[src/rtl/mem_reg_bank_pkg.sv]
// Shared types and helpers for the mem_reg_bank register file.
// Optional build macro: MEM_REG_BANK_VSYNC_COMMIT_EN (frame-synchronous commit).
package mem_reg_bank_pkg;

    typedef enum logic [1:0] {
        IDLE = 2'd0,
        ACK  = 2'd1,
        HOLD = 2'd2
    } bank_state_e;

    localparam int DATA_SIZE_MIN = 1;
    localparam int DATA_SIZE_MAX = 32;
    localparam int NUM_REGS_MIN  = 2;
    localparam int NUM_REGS_MAX  = 64;

    // Keeps only the low 'width' bits so the bus never sees stale upper bits.
    function automatic logic [31:0] zext_data(input logic [31:0] raw, input int unsigned width);
        logic [31:0] mask;
        mask = (width >= 32) ? 32'hFFFF_FFFF : ((32'd1 << width) - 32'd1);
        return raw & mask;
    endfunction

endpackage

[src/rtl/mem_reg_cell.sv]
// One bank register with its sticky update flag (and, with
// MEM_REG_BANK_VSYNC_COMMIT_EN, a shadow copy plus pending bit).
module mem_reg_cell
    import mem_reg_bank_pkg::*;
#(
    parameter int DATA_SIZE = 6
) (
    input  logic                 clk,
    input  logic                 reset_n,
    input  logic                 cpu_we,
    input  logic [DATA_SIZE-1:0] cpu_data,
    input  logic                 hw_we,
    input  logic [DATA_SIZE-1:0] hw_data,
    input  logic                 vsync,
    input  logic                 upd_clr,
    output logic [DATA_SIZE-1:0] live,
    output logic [DATA_SIZE-1:0] rd_val,
    output logic                 upd_flag
);

`ifdef MEM_REG_BANK_VSYNC_COMMIT_EN
    logic [DATA_SIZE-1:0] shadow;
    logic                 pending;
    logic                 commit;

    // A CPU write landing on the vsync edge is committed immediately.
    assign commit = vsync && (pending || cpu_we);
    assign rd_val = shadow;

    always_ff @(posedge clk or negedge reset_n) begin
        if (!reset_n) begin
            live     <= '0;
            shadow   <= '0;
            pending  <= 1'b0;
            upd_flag <= 1'b0;
        end else begin
            if (cpu_we)
                shadow <= cpu_data;
            else if (hw_we)
                shadow <= hw_data;

            if (commit)
                live <= cpu_we ? cpu_data : shadow;
            else if (hw_we)
                live <= hw_data;

            if (commit)
                pending <= 1'b0;
            else if (cpu_we)
                pending <= 1'b1;

            if (commit)
                upd_flag <= 1'b1;
            else if (upd_clr)
                upd_flag <= 1'b0;
        end
    end
`else
    logic unused_vsync;
    assign unused_vsync = vsync;
    assign rd_val       = live;

    // CPU has priority over game logic on the same register.
    always_ff @(posedge clk or negedge reset_n) begin
        if (!reset_n) begin
            live     <= '0;
            upd_flag <= 1'b0;
        end else begin
            if (cpu_we)
                live <= cpu_data;
            else if (hw_we)
                live <= hw_data;

            if (cpu_we)
                upd_flag <= 1'b1;
            else if (upd_clr)
                upd_flag <= 1'b0;
        end
    end
`endif

endmodule

[src/rtl/mem_reg_bank.sv]
// Memory-mapped register bank: CPU bus FSM with one-cycle ack, read mux,
// game-logic write port. Optional macro: MEM_REG_BANK_VSYNC_COMMIT_EN.
module mem_reg_bank
    import mem_reg_bank_pkg::*;
#(
    parameter int DATA_SIZE = 6,
    parameter int NUM_REGS  = 8,
    parameter int ADDR_W    = $clog2(NUM_REGS)
) (
    input  logic                          clk,
    input  logic                          reset_n,
    input  logic                          mem_sel,
    input  logic [ADDR_W-1:0]             mem_addr,
    input  logic                          we,
    input  logic [DATA_SIZE-1:0]          mem_data_i,
    output logic                          mem_ready,
    output logic [31:0]                   mem_data_o,
    input  logic                          hw_we,
    input  logic [ADDR_W-1:0]             hw_addr,
    input  logic [DATA_SIZE-1:0]          hw_data,
    input  logic [NUM_REGS-1:0]           upd_clr,
    output logic [NUM_REGS-1:0]           upd_flags,
    output logic [NUM_REGS*DATA_SIZE-1:0] regs_flat,
    input  logic                          vsync
);

    bank_state_e                   state, state_next;
    logic                          capture;
    logic                          cpu_wr;
    logic [31:0]                   rd_word;
    logic [NUM_REGS*DATA_SIZE-1:0] rd_flat;

    // Only IDLE captures, so a held mem_sel yields exactly one access.
    always_comb begin
        state_next = state;
        capture    = 1'b0;
        case (state)
            IDLE: begin
                if (mem_sel) begin
                    capture    = 1'b1;
                    state_next = ACK;
                end
            end
            ACK:     state_next = mem_sel ? HOLD : IDLE;
            HOLD:    if (!mem_sel) state_next = IDLE;
            default: state_next = IDLE;
        endcase
    end

    assign cpu_wr    = capture && we;
    assign mem_ready = (state == ACK);

    always_ff @(posedge clk or negedge reset_n) begin
        if (!reset_n) begin
            state      <= IDLE;
            mem_data_o <= '0;
        end else begin
            state <= state_next;
            if (capture)
                mem_data_o <= rd_word;
        end
    end

    // Unmatched (out-of-range) addresses fall through to zero.
    always_comb begin
        rd_word = '0;
        for (int i = 0; i < NUM_REGS; i++) begin
            if (mem_addr == ADDR_W'(i))
                rd_word = zext_data(32'(rd_flat[i*DATA_SIZE +: DATA_SIZE]), DATA_SIZE);
        end
    end

    for (genvar g = 0; g < NUM_REGS; g++) begin : g_cell
        mem_reg_cell #(
            .DATA_SIZE(DATA_SIZE)
        ) u_cell (
            .clk     (clk),
            .reset_n (reset_n),
            .cpu_we  (cpu_wr && (mem_addr == ADDR_W'(g))),
            .cpu_data(mem_data_i),
            .hw_we   (hw_we && (hw_addr == ADDR_W'(g))),
            .hw_data (hw_data),
            .vsync   (vsync),
            .upd_clr (upd_clr[g]),
            .live    (regs_flat[g*DATA_SIZE +: DATA_SIZE]),
            .rd_val  (rd_flat[g*DATA_SIZE +: DATA_SIZE]),
            .upd_flag(upd_flags[g])
        );
    end

endmodule
[config.mk]
export PLATFORM = sky130hd
export DESIGN_NAME = mem_reg_bank
export DESIGN_NICKNAME = d
export VERILOG_FILES = /design/src/rtl/mem_reg_bank_pkg.sv /design/src/rtl/mem_reg_cell.sv /design/src/rtl/mem_reg_bank.sv
export SDC_FILE = /design/constraint.sdc
export NUM_CORES = 1
export LEC_CHECK = 0
export CORE_MARGIN = 1.5
export CORE_UTILIZATION = 42
export CTS_BUF_LIST = sky130_fd_sc_hd__clkbuf_4 sky130_fd_sc_hd__clkbuf_8 sky130_fd_sc_hd__clkbuf_16
export CTS_CLUSTER_DIAMETER = 60
export DETAILED_ROUTE_END_ITERATION = 8
export GPL_TIMING_DRIVEN = 0
export PLACE_DENSITY = 0.77
export REMOVE_ABC_BUFFERS = 1
export SYNTH_ARGS = -nofsm -noshare
export SYNTH_HDL_FRONTEND = slang
export SYNTH_SLANG_ARGS = --single-unit
[constraint.sdc]
create_clock -name clk -period 1.43 [get_ports clk]
set_input_delay 0.2145 -clock clk [delete_from_list [all_inputs] [get_ports clk]]
set_output_delay 0.2145 -clock clk [all_outputs]
set_load 0.01 [all_outputs]
==> flow_metrics.py <==
metrics = {
    "synth": {
        "yosysTopAreaCell": "dfrtp_1",
        "synth_warnings": 0,
        "synthAdderAreaFrac": 0,
        "synth-main-ff-cell": "dfrtp_1",
        "synth.avg_cell_area_um2": 9.57,
        "synth_compound_area_frac": 0.135,
        "synth_seq_area_share": 0.431,
        "synth_cell_type_count": 37,
        "syn-cell-area_um2": 3710,
        "ys_seq_elements": 64,
        "synth_common_cells": "64 x dfrtp_1, 64 x mux2i_1, 38 x buf_4, 33 x nand2_1, 29 x a21oi_1",
        "synth-xor-area-share": 0,
        "synthCells": 388,
        "synth_top_cell_area_share": 0.431,
        "synth_top_family_by_area": "multiplexers",
        "synth_simple_gate_area_share": 0.133,
        "synth-edff-count": 0,
        "synthMuxAreaShare": 0.172,
        "synthArstFlopShare": 1.00,
        "synthTopCellsByArea": "dfrtp_1 43%, mux2i_1 17%, buf_4 7.7%",
    },
    "finish": {
        "final.fill_count": 724,
        "drive_above_1_share": 0.183,
        "fin_cells": 589,
        "fin_nets": 508,
        "seq_area_um2": 1600,
        "n_antenna_cell": 0,
        "multi_input_area_um2": 1900,
        "syn_to_final_growth_pct": 35.0,
    },
    "run": {
        "cap_violations": 0,
    },
    "route": {
        "topRoutingLayerUsed": "met4",
        "m1WireLength_mm": 4.39,
        "dr_wl_met3_um": 707,
        "routedWlPerCell_um": 18.1,
        "vias": 3163,
        "antenna_left": 0,
        "dr.pass1.iters": 4,
        "drc": 0,
        "drtIter0Drc": 219,
        "dr_wl_met2_mm": 5.37,
        "via_per_inst": 5.37,
        "routed_wl_mm": 10.6,
    },
    "setup_path": {
        "worstPathArrival_ns": 1.85,
        "crit_type": "flip-flop to flip-flop",
        "required_ns": 1.71,
        "cp-start-kind": "flip-flop",
        "crit_fanout": 7,
        "end_kind": "flip-flop",
    },
    "sta": {
        "min_period_ns": 1.57,
        "max-slew-margin-rel": 0.453,
        "finalWorstSetupSlack_ns": -0.141,
        "finalSetupViolCount": 28,
        "rsz0062_at_grt": "yes",
        "max_freq_mhz": 636,
        "finalCritPeriodShare": 1.10,
        "skew_ns": 0.00734,
        "tightest_slew_ns": 0.821,
        "hold_viol": 0,
        "finalMaxSlewViolations": 0,
    },
    "floorplanning": {
        "die_w_um": 97.0,
        "row_count": 34,
        "coreArea_um2": 8640,
        "die_h_um": 97.0,
        "initial_core_util": 0.430,
        "pin_count": 121,
        "dieArea_um2": 9420,
    },
    "clock_tree": {
        "clock-sinks": 64,
        "root_buffer": "clkbuf_8",
        "cts.clk_slew.worst_paths_ns": 0.07,
        "cts_buffer_depth": 2,
        "htreeDepth": 3,
        "clk-insertion-delay-late_ns": 0.35,
        "cts_tree": "built",
        "numCtsBuffers": 9,
    },
    "placement": {
        "gp_congestion": 0.847,
        "port-buffer-count": 93,
        "numPlacedInstances": 549,
        "dp_hpwl_mm": 6.80,
    },
    "status": {
        "run_status": "finished, violations left",
        "violations": "negative setup slack",
    },
    "global_routing": {
        "overflow": 0,
        "grt_start_max_net_pins": 65,
        "grt_usage": 0.216,
        "grt_antenna_before_repair": 0,
        "grt_pass1_vias": 2998,
        "grt_pass1_wl_mm": 16.0,
    },
    "power": {
        "p_total_uw": 6120,
        "ir_worst_vdd_uv": 627,
        "power_density_nw_per_um2": 1220,
        "p_leak_uw": 0.00244,
    },
    "hold_path": {
        "hold_path_class": "input port to flip-flop",
    },
}
## registers in the layout, summed over array words and instances (netlist names)
| name | cells |
|---|---|
| g_cell.u_cell.live | 48 |
| g_cell.u_cell.upd_flag | 8 |
| mem_data_o | 6 |
| state | 2 |
## cells in the final DEF, fill, tap and decap left out, types with 2 or more instances in the layout
cell type,netlist,routed
nand3_4,0,3
nand3_1,5,2
clkbuf_16,0,3
nand4_1,2,2
clkbuf_8,0,12
buf_12,0,4
dfrtp_1,64,64
clkbuf_4,0,3
o21ai_1,22,20
inv_2,1,2
dlymetal6s2s_1,0,2
o21ai_0,25,19
dlygate4sd2_1,0,64
nand4b_1,3,3
nor2_1,27,27
nand2_1,33,19
mux2i_1,64,64
a21o_1,4,4
o22ai_1,5,5
nor4_4,0,2
conb_1,1,26
nor3_4,1,2
a21oi_1,29,29
buf_6,2,2
nor2b_1,5,4
buf_4,38,18
nand2_2,0,13
inv_1,10,9
o21ai_2,3,11
clkdlybuf4s50_1,0,22
## stage by stage
stage          worst slack [ns]  hold WS [ns]  setup TNS (ns)  utilization  instance area [um2]
6_report                 -0.141         0.420           -1.72        0.581                 5010
5_1_grt                  -0.204         0.427           -3.56        0.581                 5010
4_1_cts                  -0.205         0.423           -4.25        0.563                 4870
3_5_place_dp              -1.70         0.364          -84.87        0.517                 4470
3_3_place_gp              -2.00         0.466         -211.84        0.514                 4440
2_1_floorplan            -0.235       -0.0811           -4.20            -                 3370
## critical path, cell delays in order, from the launching register on
cell	delay, ns
dfrtp_1	0.42
nand4bb_4	0.28
buf_6	0.16
nor4_4	0.19
buf_4	0.19
buf_12	0.12
nand2_1	0.06
o21ai_1	0.10
## timing repair
item                                    4_1_cts  5_1_grt
endpoints found under the hold margin        40        0
hold buffers                                  1        0
endpoints found under the setup margin      125       59
cloned                                        1        2
resized for setup                            99       32
buffers inserted                             16        5
pin swaps                                    16        9
## where the power goes
group          total, uW  switching (uW)  internal [uW]
combinational       1990            1010            975
clock               1520             713            809
sequential          2610             364           2250
## cell families (layout without fill, tap and decap cells)
family                 count (synthesis)  after routing
AO/OA/AOI/OAI                         92             92
multiplexers                          64             64
AND/OR/NAND/NOR                       89             89
other                                  1             26
flip-flops                            64             64
buffers and inverters                 78            146
## area by class of cell
| class | instances | share of cell area |
|---|---|---|
| Multi-Input combinational cell | 271 | 0.378 |
| Sequential cell | 64 | 0.319 |
| Timing Repair Buffer | 119 | 0.229 |
| Clock buffer | 14 | 0.0359 |
| Tap cell | 108 | 0.0270 |
| Inverter | 11 | 0.00824 |
| Clock inverter | 2 | 0.00250 |
## final timing paths
kind	startpoint	endpoint	slack [ns]	cells past startpoint
max in group asynchronous	reset_n	g_cell[3].u_cell.live[0]	0.39	2
setup reg to reg	state[0]	g_cell[4].u_cell.live[2]	-0.14	7
setup / recovery	state[0]	g_cell[4].u_cell.live[2]	-0.14	7
hold / removal	upd_clr[7]	g_cell[7].u_cell.upd_flag	0.42	2
min in group asynchronous	reset_n	g_cell[0].u_cell.upd_flag	0.50	2
hold reg to reg	g_cell[6].u_cell.upd_flag	g_cell[6].u_cell.upd_flag	0.47	1
## routing by layer
| metal | global-route usage | vias up |
|---|---|---|
| met5 | 0 | - |
| met4 | 0.0747 | 0 |
| met3 | 0.0585 | 15 |
| met2 | 0.352 | 134 |
| met1 | 0.277 | 1557 |
| li1 | - | 1457 |
Note: power is estimated with default switching activity, not from simulation.
